==> src/rtl/uart_pkg.sv <==
// uart_pkg: state encoding and framing constants shared by the UART transmitter and receiver
package uart_pkg;
  localparam int OVERSAMPLE = 16;
  localparam int DBITS = 8;
  localparam int PAR_NONE = 0;
  localparam int PAR_EVEN = 1;
  localparam int PAR_ODD = 2;
  typedef enum logic [2:0] {S_IDLE, S_START, S_DATA, S_PARITY, S_STOP} state_t;
endpackage

==> src/rtl/uart_tx_if.sv <==
// uart_tx_if: upstream FIFO read port and serial line of the UART transmitter
interface uart_tx_if;
  import uart_pkg::*;
  logic fifo_empty;
  logic [DBITS-1:0] fifo_r_data;
  logic fifo_rd;
  logic tx;
  logic tx_busy;
  logic tx_done_tick;
  modport master (input fifo_empty, fifo_r_data, output fifo_rd, tx, tx_busy, tx_done_tick);
  modport slave (output fifo_empty, fifo_r_data, input fifo_rd, tx, tx_busy, tx_done_tick);
endinterface

==> src/rtl/uart_baud_gen.sv <==
// uart_baud_gen: DVSR-modulo counter with synchronous clear producing a one-cycle oversample tick
module uart_baud_gen #(
  parameter int DVSR = 163
) (
  input  logic clk,
  input  logic rst,
  input  logic clr_i,
  output logic tick_o
);
  localparam int W = $clog2(DVSR);
  logic [W-1:0] cnt_q, cnt_d;
  assign tick_o = cnt_q == W'(DVSR - 1);
  always_comb cnt_d = (clr_i || tick_o) ? '0 : cnt_q + 1'b1;
  always_ff @(posedge clk) cnt_q <= !rst ? '0 : cnt_d;
endmodule

==> src/rtl/uart_tx.sv <==
// uart_tx: FIFO-fed UART transmitter, 16x oversampled bit timing, optional parity, 1 or 2 stop bits
module uart_tx
  import uart_pkg::*;
#(
  parameter int DVSR = 163,
  parameter int PARITY = 0,
  parameter int STOP_BITS = 1
) (
  input logic clk,
  input logic rst,
  uart_tx_if.master io
);
  localparam logic [4:0] BIT_LAST = 5'(OVERSAMPLE - 1);
  localparam logic [4:0] STOP_LAST = 5'(OVERSAMPLE * STOP_BITS - 1);
  state_t state_q, state_d;
  logic [4:0] s_q, s_d;
  logic [2:0] n_q, n_d;
  logic [DBITS:0] sh_q, sh_d;
  logic tx_q, tx_d, done_q, done_d, tick, bit_end, par;
  uart_baud_gen #(.DVSR(DVSR)) u_baud (.clk(clk), .rst(rst), .clr_i(io.fifo_rd), .tick_o(tick));
  assign io.fifo_rd = rst && state_q == S_IDLE && !io.fifo_empty;
  assign io.tx = tx_q;
  assign io.tx_busy = state_q != S_IDLE;
  assign io.tx_done_tick = done_q;
  assign par = (^io.fifo_r_data) ^ (PARITY == PAR_ODD);
  always_comb begin
    state_d = state_q;
    s_d = s_q;
    n_d = n_q;
    sh_d = sh_q;
    done_d = 1'b0;
    bit_end = tick && s_q == (state_q == S_STOP ? STOP_LAST : BIT_LAST);
    if (state_q != S_IDLE && tick) s_d = bit_end ? '0 : s_q + 1'b1;
    case (state_q)
      S_IDLE: if (io.fifo_rd) begin
        state_d = S_START;
        s_d = '0;
        n_d = '0;
        sh_d = {par, io.fifo_r_data};
      end
      S_START: if (bit_end) state_d = S_DATA;
      S_DATA: if (bit_end) begin
        sh_d = sh_q >> 1;
        n_d = n_q + 1'b1;
        if (n_q == 3'(DBITS - 1)) state_d = PARITY == PAR_NONE ? S_STOP : S_PARITY;
      end
      S_PARITY: if (bit_end) state_d = S_STOP;
      S_STOP: if (bit_end) begin
        state_d = S_IDLE;
        done_d = 1'b1;
      end
      default: state_d = S_IDLE;
    endcase
    tx_d = state_d == S_START ? 1'b0 : (state_d == S_DATA || state_d == S_PARITY) ? sh_d[0] : 1'b1;
  end
  always_ff @(posedge clk) begin
    if (!rst) begin
      state_q <= S_IDLE;
      s_q <= '0;
      n_q <= '0;
      sh_q <= '0;
      tx_q <= 1'b1;
      done_q <= 1'b0;
    end else begin
      state_q <= state_d;
      s_q <= s_d;
      n_q <= n_d;
      sh_q <= sh_d;
      tx_q <= tx_d;
      done_q <= done_d;
    end
  end
endmodule

==> src/flat_wrapper.sv <==
// flat-port wrapper written by rule: the top's interface ports become plain ports
module uart_tx_flat import uart_pkg::*;
#(
  parameter int DVSR = 163,
  parameter int PARITY = 0,
  parameter int STOP_BITS = 1
)
  (clk, rst, io_fifo_empty, io_fifo_r_data, io_fifo_rd, io_tx, io_tx_busy, io_tx_done_tick);
  uart_tx_if io_i ();
  input logic clk;
  input logic rst;
  input wire logic [$bits(io_i.fifo_empty)-1:0] io_fifo_empty;
  input wire logic [$bits(io_i.fifo_r_data)-1:0] io_fifo_r_data;
  output wire logic [$bits(io_i.fifo_rd)-1:0] io_fifo_rd;
  output wire logic [$bits(io_i.tx)-1:0] io_tx;
  output wire logic [$bits(io_i.tx_busy)-1:0] io_tx_busy;
  output wire logic [$bits(io_i.tx_done_tick)-1:0] io_tx_done_tick;
  assign io_i.fifo_empty = io_fifo_empty;
  assign io_i.fifo_r_data = io_fifo_r_data;
  assign io_fifo_rd = io_i.fifo_rd;
  assign io_tx = io_i.tx;
  assign io_tx_busy = io_i.tx_busy;
  assign io_tx_done_tick = io_i.tx_done_tick;
  uart_tx #(.DVSR(DVSR), .PARITY(PARITY), .STOP_BITS(STOP_BITS)) u_core (.clk(clk), .rst(rst), .io(io_i));
endmodule
==> config.mk <==
export PLATFORM = sky130hd
export DESIGN_NAME = uart_tx_flat
export DESIGN_NICKNAME = d
export VERILOG_FILES = /design/src/rtl/uart_pkg.sv /design/src/rtl/uart_tx_if.sv /design/src/rtl/uart_baud_gen.sv /design/src/rtl/uart_tx.sv /design/src/flat_wrapper.sv
export SDC_FILE = /design/constraint.sdc
export NUM_CORES = 1
export LEC_CHECK = 0
export ABC_AREA = 1
export CAP_MARGIN = 40
export CORE_MARGIN = 1.5
export CORE_UTILIZATION = 55
export CTS_CLUSTER_DIAMETER = 80
export DETAILED_ROUTE_END_ITERATION = 7
export PLACE_DENSITY = 0.77
export SLEW_MARGIN = 20
export SYNTH_ARGS = -nofsm -noshare
export SYNTH_HDL_FRONTEND = slang
export SYNTH_SLANG_ARGS = --single-unit
==> constraint.sdc <==
create_clock -name clk -period 3.32 [get_ports clk]
set_input_delay 0.664 -clock clk [delete_from_list [all_inputs] [get_ports clk]]
set_output_delay 0.664 -clock clk [all_outputs]
set_load 0.01 [all_outputs]
# Yosys cells after proc, flatten, opt, wreduce, memory -nomap -nowiden
# Cells that the tools add are included.
# totals
regBits	30
latch_bits	0
ram_bits	0
mem_bits_ro	0
in_bits	11
n_memories	0
# op_classes
addsub	3
mul	0
n_div	0
magnitude_cmp	0
eq_ne	12
shift	0
mux	20
bitwise_logic	1
reduce_logical	14
# ops
cell	count
$mux W3	8
$mux W5	4
$mux W9	2
$pmux W9 S2	1
$pmux W3 S5	1
$eq A3 B2 Y1 const B	4
$add A8 B1 Y8 const B	1
$eq A8 B8 Y1 const B	1
$reduce_xor A8 Y1	1
$eq A3 B1 Y1 const B	2
$eq A3 B3 Y1 const B	2
$pmux W3 S2	1
$add A5 B1 Y5 const B	1
$eq A5 B4 Y1 const B	1
$logic_and A1 B1 Y1	4
$add A3 B1 Y3 const B	1
$logic_not A3 Y1	1
$mux W1	3
$reduce_and A3 Y1	1
$reduce_bool A3 Y1	1
$logic_or A1 B1 Y1	2
$ne A2 B1 Y1 const B	1
$ne A2 B2 Y1 const B	1
$reduce_and A2 Y1	1
other kinds (4)	4

# Logic depth before layout (Yosys ltp)
# logic_depth
word_depth	9
depth_mapped	11
ltp_nobuf	11

# Cells and area by module
# From an unflattened synthesis, not the netlist that was laid out.
# hier_totals
hier_cells	241
hier_area_um2	1687.9
# by_module_without_submodules
module	n_inst	cells_each	area_each_um2
uart_tx	1	184	1262.5
uart_baud_gen	1	57	425.4

# Worst setup path before layout
# OpenSTA, ideal clock, no wires.
# synth_path
path_kind	in2out
from	input rst
to	output io_fifo_rd
arrival_ps	1108
setup_slack_ps	1548
cell_stages	4
path_buffers	0
path_cell_list	inv_2 > nor2_1 > nand2_4 > inv_4
# synth_between
elab_chain_len	2
# synth_rtl
element	line_no	rtl
from (decl)	flat_wrapper.sv:11	input logic rst;
$logic_and A1 B1 Y1 (2 in series)	uart_tx.sv:21	assign io.fifo_rd = rst && state_q == S_IDLE && !io.fifo_empty;
to (decl)	flat_wrapper.sv:14	output wire logic [$bits(io_i.fifo_rd)-1:0] io_fifo_rd;
# No other way between the ends.

# Worst setup path after layout
# Ends and elaborated chain as after synthesis.

==> summary.md <==
| Metric | Value |
|---|---|
| Status | finished, final reports clean |
| Number of ports placed on the die boundary | 15 |
| Cell area after synthesis | 1570 sq um |
| Worst min-delay path category | register to register |
| Total DRC errors in the routed layout | 0 |
| Fraction of final layout cells with drive strength greater than 1 | 11.5% |
| Maximum number of pins on one net before global-route repair | 17 |
| Levels on crit path | 6 |
| Main area contributors after synthesis | sky130_fd_sc_hd__dfxtp_1 (38%), sky130_fd_sc_hd__nand2_1 (16%), sky130_fd_sc_hd__nor2_1 (6.0%) |
| Buffer depth of the longest clock path | 2 |
| Port bufs | 14 |
| Wire length per cell | 10.7 um |
| Relative contribution of the clock network to total power | 32.9% |
| Largest fanout on the critical path | 10 |
| Number of stages on the worst hold path | 2 |
| Worst R2R Path Depth | 11 |
| Total negative slack | 0 ns |
| Via count normalized by instance count | 5.18 |
| Arrival time worst endpoint | approximately 2.2 ns |
| Row count | 19 |
| Overflow left after global routing | 0 |
| Gate Count Post-Synth | about 220 |
| Detail Route Antenna Nets | 0 |
| Int Power | 0.510 mW |
| Insertion delay to the later sink of the worst-skew pair | 0.33 ns |
| Post-Route Skew | 0.00569 ns |
| Critical path required time | 2.66 ns |
| Worst setup EP type | output pin |
| Initial detailed-routing violation count | 39 |
| Setup violation total in the final timing report | 0 |
| Pre-CTS setup slack | slightly below 0.5 ns |
| Final number of max-transition violations | 0 |
| Leakage power figure | roughly 0.77 nW |
| CTS tree | yes |
| Slew of the pin with the lowest slew margin | 0.380 ns |
| Pwr/cell area | 381 nW/um^2 |
| Hold-fix buffer count after cts | 0 |
| Switching fraction of total power | 25.9% |
| Total iterations of the first detailed-routing run | 5 |
| Relative contribution of sequential cells to total power | 54.6% |
| Cell at the slowest stage of the critical path | sky130_fd_sc_hd__clkdlybuf4s50_1 |
| Max-slew headroom at the worst pin | 74.6% |
| Area of the core region | 2730 sq um |
| Series of cell instances along the critical path | clkdlybuf4s50_1, inv_2, nor2_1, nand2_4, inv_4, clkdlybuf4s50_1 |
| Power share of the combinational group | 12.5% |
| Die outline width | between 50 and 60 um |
| Clock buffers created by TritonCTS | 5 |
| Start-to-end type of the worst setup path | input pin to output pin |
| Setup repair after global routing missed its margin | false |
| Fraction of the cycle the final worst path needs | 85.2% |
| Portion of synthesized cell area occupied by the leading cell type | 38.2% |
| Total of flip-flops plus latches after synthesis | 30 |
| Number of violations of the max-capacitance limit | 0 |
| Initial antenna violation count | 0 |
| Most frequent cell on the critical path | sky130_fd_sc_hd__clkdlybuf4s50_1 |
| Switching power | 0.178 mW |
| Crit-path leading delay family | buffers and inverters |
| Dominant cell type by area after synthesis | sky130_fd_sc_hd__dfxtp_1 |
| Number of sinks driven by the clock tree | 30 |
| H-tree depth reported by CTS | 2 |
| HPWL Detailed | approximately 2.2 mm |
| Slowest stage delay, CP | 0.56 ns |
| FMAX | 353 MHz |
| Number of nets in the layout | 259 |
| Mean Syn Cell Area | 7.08 sq um |
| # diodes | 0 |
| Total GRT Usage | 20.6% |
| Number of buffer and inverter stages on the critical path | 4 |
| Wire length after detailed routing | 2.94 mm |
| Post-synthesis net count | 239 |
| Final min period | 2.83 ns |
| Number of resized instances in the post-cts repair step | 0 |
| Post-CTS setup buffer count | 0 |
| Placer Congestion | ~0.83 |
| Syn. warnings | 0 |
| Height of the chip | 56.5 um |
| Number of hold violations in the final report | 0 |
| Portion of the post-synthesis area used by sequential elements | around two fifths |
| First-pass GRT wire length | 5.19 mm |
| Clock-pin slew on the worst setup and hold paths | roughly 0.090 ns |
| Type of origin of the critical path | input pin |
| Via count of the routed design | 1,419 |
| Count of distinct cell types in the synthesized netlist | 27 |
| Number of global-route vias before repair | 1,281 |
| Layout-stage area growth over the synthesis result | 15.0% |
| Max IR drop VDD | 0.263 mV |
| Clock Tree Root | sky130_fd_sc_hd__clkbuf_4 |
| Initial Utilization | between 50% and 60% |
| Setup WS post-layout | roughly 0.49 ns |
| Die area | 3190 sq um |
[synth_stat cells]
cell type	count
sky130_fd_sc_hd__o211ai_1	1
sky130_fd_sc_hd__or2_2	1
sky130_fd_sc_hd__nand2_2	2
sky130_fd_sc_hd__dfxtp_1	30
sky130_fd_sc_hd__o21ai_1	3
sky130_fd_sc_hd__ha_1	6
sky130_fd_sc_hd__clkbuf_1	1
sky130_fd_sc_hd__nand2_1	65
sky130_fd_sc_hd__xor2_1	4
sky130_fd_sc_hd__nand3_4	1
sky130_fd_sc_hd__nor2_1	25
sky130_fd_sc_hd__a31oi_1	6
sky130_fd_sc_hd__inv_4	1
sky130_fd_sc_hd__o21ai_0	2
sky130_fd_sc_hd__xnor2_1	3
sky130_fd_sc_hd__a21oi_1	15
sky130_fd_sc_hd__nor2_2	3
sky130_fd_sc_hd__nor2_8	1
sky130_fd_sc_hd__buf_4	1
sky130_fd_sc_hd__nand2_4	2
sky130_fd_sc_hd__nor3_1	2
sky130_fd_sc_hd__nand3_1	17
sky130_fd_sc_hd__nor3b_2	2
sky130_fd_sc_hd__nand4_1	2
sky130_fd_sc_hd__inv_2	6
sky130_fd_sc_hd__inv_1	19
sky130_fd_sc_hd__nor3_2	1
[area by class of cell]
class	count	area (sq um)
Fill cell	252	927
Clock inverter	1	5.00
Tap cell	31	38.8
Timing Repair Buffer	15	148
Sequential cell	30	601
Clock buffer	7	55.1
Inverter	26	100
Multi-Input combinational cell	164	860
[worst paths after layout]
kind         slack (ns)       endpoint     startpoint
max                0.49     io_fifo_rd            rst
min reg2reg        0.47  u_core.s_q[4]  u_core.s_q[4]
min                0.47  u_core.s_q[4]  u_core.s_q[4]
max reg2reg        1.29   u_core.io.tx  u_core.s_q[0]
[power groups by stage]
| stage | Sequential [mW] | Combinational [mW] | Clock, mW |
|---|---|---|---|
| 5_1_grt | 0.378 | 0.0967 | 0.246 |
| 4_1_cts | 0.376 | 0.0866 | 0.232 |
| 6_report | 0.376 | 0.0859 | 0.227 |
| 3_3_place_gp | 0.384 | 0.0854 | 0 |
| 3_5_place_dp | 0.384 | 0.0863 | 0 |
| 2_1_floorplan | 0.383 | 0.0561 | 0 |
[worst reg2reg max path: stages, from the launching register on]
cell,delay (ns)
sky130_fd_sc_hd__dfxtp_1,0.37
sky130_fd_sc_hd__ha_1,0.17
sky130_fd_sc_hd__nand2_1,0.08
sky130_fd_sc_hd__nor2_1,0.11
sky130_fd_sc_hd__ha_1,0.32
sky130_fd_sc_hd__nand3_4,0.17
sky130_fd_sc_hd__nand2_2,0.12
sky130_fd_sc_hd__nand2_1,0.24
sky130_fd_sc_hd__nand2_1,0.17
sky130_fd_sc_hd__nand2_1,0.06
sky130_fd_sc_hd__nand2_1,0.06
sky130_fd_sc_hd__nand3_1,0.06
[state kept, by name (all words and copies together) (netlist names)]
name                    cells
u_core.n_q                  3
u_core.sh_q                 9
u_core.s_q                  5
u_core.io.tx                1
u_core.io.tx_done_tick      1
u_core.state_q              3
u_core.u_baud.cnt_q         8
[cells in the final DEF (no fill, tap or decap), drive strengths merged, types with 2 or more instances in the layout]
cell type,n
a21oi,15
a31oi,6
clkbuf,7
clkdlybuf4s50,14
dfxtp,30
ha,6
inv,26
nand2,69
nand3,18
nand4,2
nor2,29
nor3,3
nor3b,2
o21ai,5
xnor2,3
xor2,4
[through the flow]
stage	area [sq um]	util (%)	power (mW)	hold slack, ns	std cells
after floorplan	1570	-	0.439	0.430	222
final	1810	66.1	0.689	0.466	274
after detailed placement	1750	63.9	0.471	0.455	266
after CTS	1810	66.1	0.695	0.470	274
after global placement	1750	63.9	0.469	0.447	266
after global routing	1810	66.1	0.721	0.482	274
[routing by layer]
layer  up-vias  track usage (%)  share of wire (%)
met4         0             7.48                1.4
li1        757                -                  -
met1       631             25.5                 47
met3         6             6.91                5.0
met5         -                0                  0
met2        25             33.1                 46
[logic make-up (layout without fill, tap and decap cells)]
| kind of cell | Yosys count | in the layout | share of synthesized area, % |
|---|---|---|---|
| flops | 30 | 30 | 38.2 |
| buf+inv | 28 | 49 | 7.09 |
| xor+xnor | 7 | 7 | 3.90 |
| compound gates | 27 | 27 | 9.24 |
| simple gates | 124 | 124 | 36.8 |
| fa+ha+maj | 6 | 6 | 4.78 |
No activity file was read; power rests on OpenSTA's default activity.
